`config.mk`:
```
export PLATFORM = sky130hd
export DESIGN_NAME = booth_mult_arbiter
export DESIGN_NICKNAME = d
export VERILOG_FILES = /design/src/rtl/booth_mult_arbiter.sv
export SDC_FILE = /design/constraint.sdc
export NUM_CORES = 1
export LEC_CHECK = 0
export BUFFER_PORTS_ARGS = -buffer_cell sky130_fd_sc_hd__buf_2
export CORE_AREA = 2 2 179 181
export CTS_CLUSTER_DIAMETER = 50
export DETAILED_ROUTE_END_ITERATION = 10
export DIE_AREA = 0 0 181 183
export HOLD_SLACK_MARGIN = 0.12
export PLACE_DENSITY = 0.56
export SETUP_SLACK_MARGIN = 0.15
export SLEW_MARGIN = 40
export SYNTH_ARGS = -nofsm -noshare
export SYNTH_HDL_FRONTEND = slang
export SYNTH_SLANG_ARGS = --single-unit
```
`constraint.sdc`:
```
create_clock -name clk -period 2.9 [get_ports clk]
set_clock_uncertainty 0.15 [all_clocks]
set_input_delay 0.435 -clock clk [delete_from_list [all_inputs] [get_ports clk]]
set_output_delay 0.435 -clock clk [all_outputs]
set_load 0.1 [all_outputs]
```
`src/rtl/booth_mult_arbiter.sv`:
```
// Round-robin arbiter sharing one sequential radix-4 Booth multiplier between NUM_REQ clients.
// Latency: product on resp_* MUL_LAT+2 edges after the accept edge (1 edge with zero bypass).
// Backpressure: one job in flight; req_ready stays low until resp_ready drains the held product.
// Optional feature macro: MULT_ARB_ZERO_BYPASS_EN (zero operand skips the multiplier).
module booth_mult_arbiter #(
  parameter  int NUM_REQ = 4,
  parameter  int MUL_LAT = 17,
  localparam int ID_W    = (NUM_REQ > 1) ? $clog2(NUM_REQ) : 1
) (
  input  logic                  clk,
  input  logic                  rst,
  input  logic [NUM_REQ-1:0]    req_valid,
  output logic [NUM_REQ-1:0]    req_ready,
  input  logic [NUM_REQ*32-1:0] req_in1,
  input  logic [NUM_REQ*32-1:0] req_in2,
  output logic                  resp_valid,
  input  logic                  resp_ready,
  output logic [ID_W-1:0]       resp_id,
  output logic [63:0]           resp_result,
  output logic                  mul_start,
  output logic [31:0]           mul_in1,
  output logic [31:0]           mul_in2,
  input  logic [63:0]           mul_result,
  output logic                  busy
);

  // Counter must reach MUL_LAT and take one more increment on the capture edge.
  localparam int CNT_W = $clog2(MUL_LAT + 2);

  typedef enum logic [1:0] {
    IDLE = 2'd0,
    LOAD = 2'd1,
    RUN  = 2'd2,
    RESP = 2'd3
  } state_t;

  state_t            r_state;
  logic [ID_W-1:0]   r_rr_ptr;
  logic [CNT_W-1:0]  r_cnt;
  logic              r_resp_valid;
  logic [ID_W-1:0]   r_resp_id;
  logic [63:0]       r_resp_result;
  logic              r_mul_start;
  logic [31:0]       r_mul_in1;
  logic [31:0]       r_mul_in2;

  logic              w_found;
  logic [ID_W-1:0]   w_gnt;
  int                w_idx;
  logic [31:0]       w_gnt_in1;
  logic [31:0]       w_gnt_in2;
`ifdef MULT_ARB_ZERO_BYPASS_EN
  logic              w_zero;
`endif

  // Round-robin search starting at rr_ptr, wrapping modulo NUM_REQ.
  always_comb begin
    w_found = 1'b0;
    w_gnt   = '0;
    w_idx   = 0;
    for (int k = 0; k < NUM_REQ; k++) begin
      w_idx = int'(r_rr_ptr) + k;
      if (w_idx >= NUM_REQ) w_idx = w_idx - NUM_REQ;
      if (!w_found && req_valid[w_idx]) begin
        w_found = 1'b1;
        w_gnt   = ID_W'(w_idx);
      end
    end
  end

  assign w_gnt_in1 = req_in1[32*w_gnt +: 32];
  assign w_gnt_in2 = req_in2[32*w_gnt +: 32];
`ifdef MULT_ARB_ZERO_BYPASS_EN
  assign w_zero    = (w_gnt_in1 == 32'd0) || (w_gnt_in2 == 32'd0);
`endif

  // Grant is offered only while idle; at most one bit set.
  assign req_ready = (r_state == IDLE && w_found) ? (NUM_REQ'(1) << w_gnt) : '0;

  // Job sequencer: accept, pulse start, count out the multiplier latency, hold product until taken.
  always_ff @(posedge clk) begin
    if (rst) begin
      r_state       <= IDLE;
      r_rr_ptr      <= '0;
      r_cnt         <= '0;
      r_resp_valid  <= 1'b0;
      r_resp_id     <= '0;
      r_resp_result <= '0;
      r_mul_start   <= 1'b0;
      r_mul_in1     <= '0;
      r_mul_in2     <= '0;
    end else begin
      case (r_state)
        IDLE: begin
          if (w_found) begin
            r_mul_in1 <= w_gnt_in1;
            r_mul_in2 <= w_gnt_in2;
            r_resp_id <= w_gnt;
            if (w_gnt == ID_W'(NUM_REQ - 1)) r_rr_ptr <= '0;
            else                             r_rr_ptr <= w_gnt + 1'b1;
`ifdef MULT_ARB_ZERO_BYPASS_EN
            if (w_zero) begin
              // Product is known to be zero; never wake the multiplier.
              r_resp_result <= '0;
              r_resp_valid  <= 1'b1;
              r_state       <= RESP;
            end else begin
              r_mul_start <= 1'b1;
              r_state     <= LOAD;
            end
`else
            r_mul_start <= 1'b1;
            r_state     <= LOAD;
`endif
          end
        end
        LOAD: begin
          r_mul_start <= 1'b0;
          r_cnt       <= '0;
          r_state     <= RUN;
        end
        RUN: begin
          r_cnt <= r_cnt + 1'b1;
          // Core has no done flag: the final product is trusted purely by edge count.
          if (r_cnt == CNT_W'(MUL_LAT)) begin
            r_resp_result <= mul_result;
            r_resp_valid  <= 1'b1;
            r_state       <= RESP;
          end
        end
        RESP: begin
          if (resp_ready) begin
            r_resp_valid <= 1'b0;
            r_state      <= IDLE;
          end
        end
        default: r_state <= IDLE;
      endcase
    end
  end

  assign resp_valid  = r_resp_valid;
  assign resp_id     = r_resp_id;
  assign resp_result = r_resp_result;
  assign mul_start   = r_mul_start;
  assign mul_in1     = r_mul_in1;
  assign mul_in2     = r_mul_in2;
  assign busy        = (r_state != IDLE);

endmodule
```
After elaboration in Yosys (flattened, before gate mapping)
Cells that the tools add are included.
W data, S select, Z words.

operators by class
  shift operators = 3
  reductions and logical operators = 17
  $lt $le $gt $ge = 8
  $add $sub $neg = 9
  equality and inequality tests = 8
  muxes and demuxes = 36

operators with widths
  kind                   count
  $shiftx A128 B8 Y32    2
  $lt A32 B4 Y1 const B  4
  $mux W32               4
  $mux W2                8
  $mux W1                15
  $sub A3 B3 Y4 const B  3
  $pmux W5 S2            1
  $ge A3 B3 Y1 const B   3
  $bmux W1 S2            4
  $pmux W2 S4            1
  $reduce_bool A2 Y1     4
  $add A2 B2 Y3 const B  2
  $eq A2 B2 Y1 const B   3
  $ne A2 B2 Y1 const B   3
  $reduce_and A2 Y1      3
  $reduce_and A3 Y1      2
  $add A5 B1 Y5 const B  1
  $eq A5 B5 Y1 const B   1
  $logic_and A1 B1 Y1    4
  $mux W4                1
  $pmux W1 S2            2
  $shl A1 B2 Y4 const A  1
  $sub A2 B3 Y4 const B  1
  $add A2 B1 Y3 const B  1
  5 further kinds        7

storage, ports and cells
  register bits = 141
  logic and storage cells = 90
  output and inout bits = 137
  bits of input ports = 327

Longest topological paths before layout
Gate-level depths: netlist (run 1).

  depth in word-level cells = 17
  depth in mapped cells = 9

Least setup slack after synthesis (run 1)
OpenSTA, ideal clock, no wires.

  kind = register to output
  start = register r_state[0]
  end = output port req_ready[0]
  setup slack = -1.323 ns
  arrival time = 3.638 ns
  stages on the path, launching flop included = 8
  cells stage by stage = dfxtp_1 > inv_1 > ha_1 > inv_1 > a21o_1 > clkbuf_1 > clkbuf_1 > nor3_1

on the way
  longest elaborated chain between the ends = 3

RTL lines
  element                 line  source
  start, declared         37    state_t r_state;
  start signal, assigned  83    r_state <= IDLE;
  start signal, assigned  113   r_state <= LOAD;
  start signal, assigned  120   r_state <= RUN;
  $logic_not A2 Y1        78    assign req_ready = (r_state == IDLE && w_found) ? (NUM_REQ'(1) << w_gnt) : '0;
  $logic_and A1 B1 Y1     78
  $mux W4                 78
  end, declared           13    output logic [NUM_REQ-1:0] req_ready,

Every way passes these cells.

Worst setup path after layout (run 1)
  start = register r_rr_ptr[0]
  end = output port req_ready[1]

on the way
  longest elaborated chain between the ends = 17
  elaborated cells on any way between the ends = 44

RTL lines
  element                                                 line  source
  start, declared                                         38    logic [ID_W-1:0] r_rr_ptr;
  start signal, assigned                                  100   else r_rr_ptr <= w_gnt + 1'b1;
  branches (longest 16 deep; another with $sub A3 B3 Y4)  --
  $mux W4 (*)                                             78

Every way passes the cells marked *. The select of a mux whose other input is x is not followed.

==> impl_metrics.tcl, run 1 <==
set metrics [dict create \
    status "finished, final reports clean" \
    avgSynthCellArea_um2 7.760 \
    max_cap_violations 0 \
    synth_top_family_by_area "compound AO/OA/AOI/OAI gates" \
    cts_inserted_buffers 17 \
    synthAdderAreaFrac 0.01020 \
    required_ps 2320 \
    synth_cell_type_count 42 \
    drv_slew 0 \
    leakagePower_nw 5.727 \
    cts_root_buffer "clkbuf_16" \
    synth_largest_area_cell "dfxtp_1" \
    critPathKind "reg2out" \
    num-nets-final 1906 \
    busiest_layer "met2" \
    syn_inst 1107 \
    ant_nets 0 \
    viasPerCell 5.066 \
    place_hpwl_um 24720 \
    cp_max_fo 7 \
    met3_usage 0.05441 \
    max_freq_ghz 0.3761 \
    area_growth_pct 47.61 \
    r2r-end "mul_in2[7]$_SDFFE_PP0P_" \
    drt_iter0_markers 524 \
    cp-end-kind "primary output" \
    clock_path_buffers 2 \
    rrSetupSlack_ps 400 \
    first_pass_iters 4 \
    grtUsageMet1 0.2409 \
    cts.clk_slew.worst_paths_ps 60 \
    cp-start-kind "flop" \
    wire_per_inst_um 17.72 \
    num_vias 10100 \
    critical-path-max-stage-delay_ps 580 \
    gp_congestion 0.8111 \
    place_inst 1891 \
    setup_viol 0 \
    cts_tree "built" \
    dpl_cell_area_um2 11440 \
    arrival_ps 2070 \
    track_usage 0.2059 \
    critPathLaunch "r_rr_ptr[0]$_SDFFE_PP0P_" \
    met2_usage 0.3555 \
    synth_nets 1441 \
    finalPower_mw 11.41 \
    synth_top_flop_cell "dfxtp_1" \
    worstMarginPinSlew_ps 729.6 \
    hold_violations 0 \
    dieArea_um2 33120 \
    grt_max_degree 96 \
    io_buffers 463 \
    design_area_um2 12680 \
    rows 65 \
    cp_common_cell "nand2_4" \
    design.core.area_um2 31230 \
    fp.dieH_um 183 \
    final_core_util 0.4061 \
    crit_chain "nor2b_4 > or4_4 > nand2_4 > nand2_4 > nor2_4 > buf_12" \
    cts.sinks 141 \
    synth_most_common_cell "dfxtp_1" \
    power.density_nw_per_um2 899.6 \
    first_global_vias 9908 \
    synth_top_area_frac 0.3286 \
    io_pins 464 \
    fin_crit_ps 2659 \
    r2r-start "r_rr_ptr[0]$_SDFFE_PP0P_" \
    synth-seq-cells 141 \
    antenna_found_initial 8 \
    wirelength_um 35320 \
    grt_setup_unrepaired "no" \
    start_util 0.2751 \
    grt_pass1_wl_um 53960 \
    slowest_stage "or4_4" \
    die_w_um 181 \
    hold_class "in2reg" \
    max_slew_margin 0.5118 \
    clkLatencyLatePin_ps 440 \
    ir_drop_mv 0.4335 \
    ys_top_cells_by_area "dfxtp_1 (33%), a21boi_1 (9.4%), and3_1 (9.2%), a21oi_1 (7.7%), o32ai_1 (6.4%)" \
    instances_no_fill 1994 \
    synth-xor-area-share 0.004078 \
    drive_gt1_frac 0.3523 \
    yosys.area_share.simple 0.2791 \
    worstRegToRegCells 8 \
    synth_edf_count 0 \
    muxShareOfSynthArea 0.003495 \
    post-route-period-util 0.9168 \
    synthArstFlopShare 0 \
    cp-endpoint "req_ready[1]" \
    synth_compound_area_frac 0.2997 \
    syn_area_um2 8591 \
    htreeDepth 4 \
    synth_seq_area_share 0.3286 \
    yosys_warnings 0 \
    globalRouteOverflowTotal 0 \
    synthTopCellsByCount "dfxtp_1 (141), nand2_1 (140), a21oi_1 (133)" \
    drc 0 \
]
-- area by class of cell --
class	instances	area, um2
Inverter	6	26.28
Timing Repair Buffer	565	3505
Fill cell	3195	18550
Multi-Input combinational cell	841	5225
Clock buffer	22	464.2
Tap cell	402	503.0
Clock inverter	9	112.6
Antenna cell	8	20.02
Sequential cell	141	2825
-- logic make-up (layout without fill, tap and decap cells) --
kind of cell    count (synthesis)  after routing
xor+xnor                        4              4
other cells                     0              8
flops                         141            141
simple gates                  429            430
buf+inv                       126            602
fa+ha+maj                       7              7
mux                             3              3
compound gates                397            397
-- worst max-delay path, delay by kind of cell (launching register included) --
kind | cells | cell delay, ps
buffers and inverters | 1 | 180
flip-flops | 1 | 420
AND/OR/NAND/NOR | 5 | 1040
-- power by group --
part | leakage [nW] | switching [mW] | internal (mW)
logic | 4.31 | 4.83 | 1.80
registers | 1.15 | 0.262 | 2.31
clock network | 0.269 | 0.902 | 1.31
-- worst min-delay path by stage --
| stage | cells after the start | to | from |
|---|---|---|---|
| finish | 3 | mul_in1[20]$_SDFFE_PP0P_ | req_in1[116] |
| global route | 3 | resp_result[62]$_SDFFE_PP0P_ | mul_result[62] |
| CTS | 3 | resp_result[62]$_SDFFE_PP0P_ | mul_result[62] |
| detailed placement | 2 | resp_result[8]$_SDFFE_PP0P_ | resp_result[8]$_SDFFE_PP0P_ |
| global placement | 2 | resp_result[2]$_SDFFE_PP0P_ | resp_result[2]$_SDFFE_PP0P_ |
| floorplan | 2 | r_cnt[4]$_SDFFE_PP0P_ | r_cnt[4]$_SDFFE_PP0P_ |
-- state kept, by name (all words and copies together) (netlist names) --
register	cells
mul_in2	32
mul_in1	32
r_state	2
mul_start	1
resp_id	2
resp_result	64
resp_valid	1
r_rr_ptr	2
r_cnt	5
-- repair_timing --
item,CTS,global route
buffers inserted,1,0
gates resized for setup,2,1
cloned,1,0
hold endpoints to repair,62,0
pin swaps,1,0
hold buffers,62,0
setup endpoints to repair,4,2
-- placed cells by master (no fill, tap or decap), types with 2 or more instances in the layout --
master,n
o21ai_0,59
o21ai_1,4
and2_1,63
clkbuf_16,17
a21boi_0,18
nand3b_1,2
o32ai_1,63
nor2b_1,3
nor2_4,2
dfxtp_1,139
dfxtp_2,2
a21oi_1,132
a211oi_1,4
nand2_4,2
nand4_1,2
nor3_4,3
dlygate4sd3_1,62
ha_1,6
buf_4,24
mux2i_1,3
nand2_1,138
a21boi_1,108
clkinvlp_4,5
diode_2,8
clkbuf_1,3
inv_1,3
buf_2,458
bufinv_16,2
nor3b_1,63
inv_2,2
buf_12,20
nor2_1,14
clkbuf_8,2
xor2_1,3
and3_1,126
-- layer usage --
layer  up-vias  share of wire
met3        48          0.079
met4         0          0.029
met2       422           0.49
met5         -              0
li1       4922              -
met1      4710           0.40
-- metrics by stage --
step / worst slack, ps / hold WS, ps / TNS (ps)
floorplan: -70.62 / 320.6 / -96.49
CTS: 151.7 / 135.3 / 0
global placement: 252.2 / 288.4 / 0
finish: 241.2 / 154.0 / 0
global route: 160.6 / 146.9 / 0
detailed placement: 195.4 / 294.1 / 0
No activity file was read; power rests on OpenSTA's default activity.
==> run 2: changes to the inputs <==
==> constraint.sdc (replaced) <==
create_clock -name clk -period 2.9 [get_ports clk]
set_clock_uncertainty 0.15 [all_clocks]
set_input_delay 0.29 -clock clk [delete_from_list [all_inputs] [get_ports clk]]
set_output_delay 0.29 -clock clk [all_outputs]
set_load 0.1 [all_outputs]
==> run 2 against run 1 <==
Compared with the run above:
- flip-flop and latch count unchanged
- clock power up 11%
- critical path depth unchanged
- core utilization up 0.54 points
- via count up 0.82%
- sequential share of layout area down 0.29 points
- final area up 1.3%
- sequential power about the same
- non-clock buffer count up 16
- setup slack better by 42 ps
- power up 2.3%
- die area unchanged
- largest cell class unchanged
- largest power group unchanged
- highest routed layer is now met5
==> impl_metrics.tcl, run 2 (synthesis gave the netlist of run 1 again) <==
set metrics [dict create \
    hold_violations 0 \
    hold_class "in2reg" \
    instances_no_fill 2006 \
    cp_max_fo 7 \
    max_freq_ghz 0.3822 \
    cts.repair.resized 0 \
    track_usage 0.2093 \
    cts_inserted_buffers 17 \
    max_slew_margin 0.4235 \
    largest_reg_flops 64 \
    cp-start-kind "flop" \
    status "finished, final reports clean" \
    cts_tree "built" \
    wire_per_inst_um 17.94 \
    arrival_ps 2180 \
    ant_nets 0 \
    num-nets-final 1923 \
    max_cap_violations 0 \
    fin_crit_ps 2616 \
    grt_setup_unrepaired "no" \
    clock_path_buffers 2 \
    grt_pass1_wl_um 54690 \
    nFillCells 3152 \
    die_w_um 181 \
    setup_viol 0 \
    hold_ws_ps 140.3 \
    cp-end-kind "primary output" \
    antenna_found_initial 5 \
    viasPerCell 5.077 \
    required_ps 2460 \
    globalRouteOverflowTotal 0 \
    drive_gt1_frac 0.3431 \
    num_vias 10190 \
    drv_slew 0 \
    power.density_nw_per_um2 908.1 \
    drc 0 \
    wirelength_um 35990 \
    layout.cells.most_common "buf_2" \
    critPathKind "reg2out" \
    final_cell_mix "buf_2 (458), dfxtp_1 (139), nand2_1 (138)" \
    design.core.area_um2 31230 \
    worstMarginPinSlew_ps 861.6 \
    ir_drop_mv 0.4873 \
    cts_root_buffer "clkbuf_16" \
    first_pass_iters 5 \
    start_util 0.2751 \
    cts.sinks 141 \
    clkLatencyLatePin_ps 440 \
    htreeDepth 4 \
    io_buffers 463 \
    rows 65 \
    area_growth_pct 49.56 \
    io_pins 464 \
    drt_iter0_markers 534 \
    tns_ps 0 \
    cts.clk_slew.worst_paths_ps 60 \
    dieArea_um2 33120 \
    gp_congestion 0.8132 \
    post-route-period-util 0.9022 \
    place_inst 1881 \
    leakagePower_nw 5.790 \
    fp.dieH_um 183 \
    first_global_vias 10090 \
    grt_max_degree 73 \
    place_hpwl_um 24120 \
]
run 2: cell types whose count changed in the layout (fill, tap and decap cells not counted), sizes merged:
cell | previous run | this run
buf | 503 | 494
bufinv | 2 | 5
clkbuf | 22 | 19
clkinv | 2 | 4
clkinvlp | 5 | 3
diode | 8 | 4
dlygate4sd3 | 62 | 87
inv | 6 | 5
or4 | 1 | 2
run 2: metrics by stage:
step | utilization | setup WS [ps] | cell area, um2 | total power, mW
finish | 0.4114 | 283.6 | 12850 | 11.67
CTS | 0.4111 | 242.3 | 12840 | 11.74
floorplan | - | 74.38 | 8706 | 7.676
detailed placement | 0.3618 | 327.7 | 11300 | 9.126
global placement | 0.3618 | 373.6 | 11300 | 9.088
global route | 0.4114 | 171.8 | 12850 | 12.24
run 2: report_power, final:
group	total [mW]	internal [mW]	switching (mW)
Sequential	2.56	2.31	0.253
Combinational	6.66	1.80	4.86
Clock	2.45	1.54	0.913
Total	11.7	5.64	6.03
run 2: routing by layer:
| metal | up-vias | GRT usage | wire length (um) |
|---|---|---|---|
| li1 | 4943 | - | - |
| met1 | 4753 | 0.2417 | 14600 |
| met2 | 436 | 0.3712 | 17700 |
| met3 | 51 | 0.04865 | 2805 |
| met4 | 2 | 0.09008 | 873 |
| met5 | - | 0 | 13 |
run 2: cell type report:
cell class,count,area [um2],share of cell area
diodes,4,10.01,0.0007790
clock buffers,19,442.9,0.03447
clock inverters,11,192.7,0.01500
inverters,6,26.28,0.002045
multi-input cells,842,5224,0.4066
flip-flops and latches,141,2825,0.2199
well taps,402,503.0,0.03915
repair buffers,581,3625,0.2821
run 2: final timing paths:
path                           startpoint                           end  slack [ps]  cells past startpoint
max              r_rr_ptr[1]$_SDFFE_PP0P_                  req_ready[0]         280                      6
min                           req_in2[82]      mul_in2[18]$_SDFFE_PP0P_         140                      4
max reg2reg      r_rr_ptr[1]$_SDFFE_PP0P_      mul_in1[22]$_SDFFE_PP0P_         420                      6
min reg2reg  resp_result[21]$_SDFFE_PP0P_  resp_result[21]$_SDFFE_PP0P_         300                      2
run 2: what timing repair did:
| item | 4_1_cts | 5_1_grt |
|---|---|---|
| hold buffers | 87 | 0 |
| hold endpoints to repair | 93 | 0 |
| setup buffers | 2 | 0 |
| endpoints found under the setup margin | 2 | 0 |
run 2: critical path: stages (launching register included):
cell and delay [ps]:
dfxtp_1 550, nand2_1 110, a211oi_1 310, buf_4 210
nor2_1 130, nor3_4 240, buf_12 200
==> run 3: changes to the inputs <==
RECOVER_POWER = 25   (was default)
==> run 3 against run 2 <==
Compared with the run above:
- register-to-register slack worse by 30 ps
- power decreased by 0.11%
- non-clock buffer count unchanged
- final area shrank 0.65%
- sequential power barely moved
- critical path depth is the same
==> impl_metrics.tcl, run 3 (synthesis gave the netlist of run 1 again) <==
set metrics [dict create \
    globalRouteOverflowTotal 0 \
    clock_path_buffers 2 \
    cts.clk_slew.worst_paths_ps 60 \
    drv_slew 0 \
    largest_reg_flops 64 \
    ant_nets 0 \
    grt_setup_unrepaired "no" \
    drt_iter0_markers 513 \
    crit_chain "nand2_1 > a211oi_1 > buf_4 > nor2_1 > nor3_4 > buf_12" \
    clkLatencyLatePin_ps 440 \
    max_slew_margin 0.1891 \
    post-route-period-util 0.9051 \
    gp_congestion 0.8132 \
    r2r-end "mul_in2[25]$_SDFFE_PP0P_" \
    rows 65 \
    fin_crit_ps 2625 \
    whs_path_depth 4 \
    track_usage 0.2093 \
    first_pass_iters 5 \
    cts_tree "built" \
    wirelength_um 35980 \
    required_ps 2460 \
    layout.cells.most_common "buf_2" \
    antenna_found_initial 5 \
    final_cell_mix "buf_2 (396), dfxtp_1 (139), nand2_1 (138)" \
    design.core.area_um2 31230 \
    viasPerCell 5.085 \
    cp_max_fo 7 \
    arrival_ps 2180 \
    num_vias 10200 \
    drive_gt1_frac 0.3044 \
    die_w_um 181 \
    grt_max_degree 73 \
    wire_per_inst_um 17.93 \
    r2r-start "r_rr_ptr[1]$_SDFFE_PP0P_" \
    rrSetupSlack_ps 390 \
    slowest_stage "dfxtp_1" \
    drc 0 \
    worstRegToRegCells 6 \
    fp.dieH_um 183 \
    first_global_vias 10090 \
    grt_pass1_wl_um 54690 \
    tns_ps 0 \
    num-nets-final 1923 \
    dpl_cell_area_um2 11300 \
    cts_inserted_buffers 17 \
    area_growth_pct 48.59 \
    dieArea_um2 33120 \
    leakagePower_nw 5.521 \
    power.density_nw_per_um2 913.1 \
    io_buffers 463 \
    hold_start "req_in2[82]" \
    cts_root_buffer "clkbuf_16" \
    max_freq_ghz 0.3810 \
    hold_violations 0 \
    htreeDepth 4 \
    setup_viol 0 \
    hold_class "in2reg" \
    status "finished, final reports clean" \
    hold_end "mul_in2[18]$_SDFFE_PP0P_" \
    cp-end-kind "primary output" \
    critPathKind "reg2out" \
    place_hpwl_um 24120 \
    worstMarginPinSlew_ps 1222 \
    max_cap_violations 0 \
    ir_drop_mv 0.4918 \
    cp-start-kind "flop" \
    start_util 0.2751 \
    critical-path-max-stage-delay_ps 550 \
    io_pins 464 \
    design_area_um2 12760 \
    cts.sinks 141 \
]
run 3: cell type report:
class / count / area [um2]
Fill cell: 3184 / 18470
Multi-Input combinational cell: 842 / 5224
Timing Repair Buffer: 581 / 3541
Sequential cell: 141 / 2825
Tap cell: 402 / 503.0
Clock buffer: 19 / 442.9
Clock inverter: 11 / 192.7
Inverter: 6 / 26.28
Antenna cell: 4 / 10.01
run 3: critical path, delay by kind of cell, from the launching register on:
family          cells  cell delay (ps)
buf+inv             2              410
flops               1              550
simple gates        3              480
compound gates      1              310
run 3: worst max-delay path by stage:
| stage | slack, ps | startpoint | cells past startpoint | to |
|---|---|---|---|---|
| after floorplan | 70 | r_state[1]$_SDFFE_PP0P_ | 7 | req_ready[0] |
| after global placement | 370 | req_valid[2] | 7 | mul_in1[22]$_SDFFE_PP0P_ |
| after detailed placement | 330 | req_valid[3] | 8 | mul_in2[22]$_SDFFE_PP0P_ |
| after CTS | 240 | r_rr_ptr[1]$_SDFFE_PP0P_ | 6 | req_ready[0] |
| after global routing | 170 | r_rr_ptr[1]$_SDFFE_PP0P_ | 6 | req_ready[0] |
| final | 280 | r_rr_ptr[1]$_SDFFE_PP0P_ | 6 | req_ready[0] |
run 3: repair_timing:
action,CTS,global route
hold buffers,87,0
setup endpoints to repair,2,0
gates resized for setup,0,0
setup buffers,2,0
endpoints found under the hold margin,93,0
run 3: stage by stage:
stage	power, mW	setup slack, ps	cells	utilization	hold slack, ps
after global placement	9.088	373.6	1881	0.3618	288.6
after CTS	11.74	242.3	2002	0.4111	120.7
final	11.66	275.3	2006	0.4087	141.4
after detailed placement	9.126	327.7	1881	0.3618	294.9
after global routing	12.21	171.8	2006	0.4087	142.6
after floorplan	7.676	74.38	1107	-	276.0
run 3: routing by layer:
layer	global-route usage	share of wire	vias up
met3	0.04865	0.075	55
met4	0.09008	0.026	2
met1	0.2417	0.41	4774
met5	0	0.00036	-
li1	-	-	4940
met2	0.3712	0.49	429
run 3: power by group:
| group | leakage [nW] | internal [mW] | switching, mW |
|---|---|---|---|
| Combinational | 4.07 | 1.77 | 4.87 |
| Sequential | 1.15 | 2.31 | 0.256 |
| Clock | 0.305 | 1.54 | 0.912 |
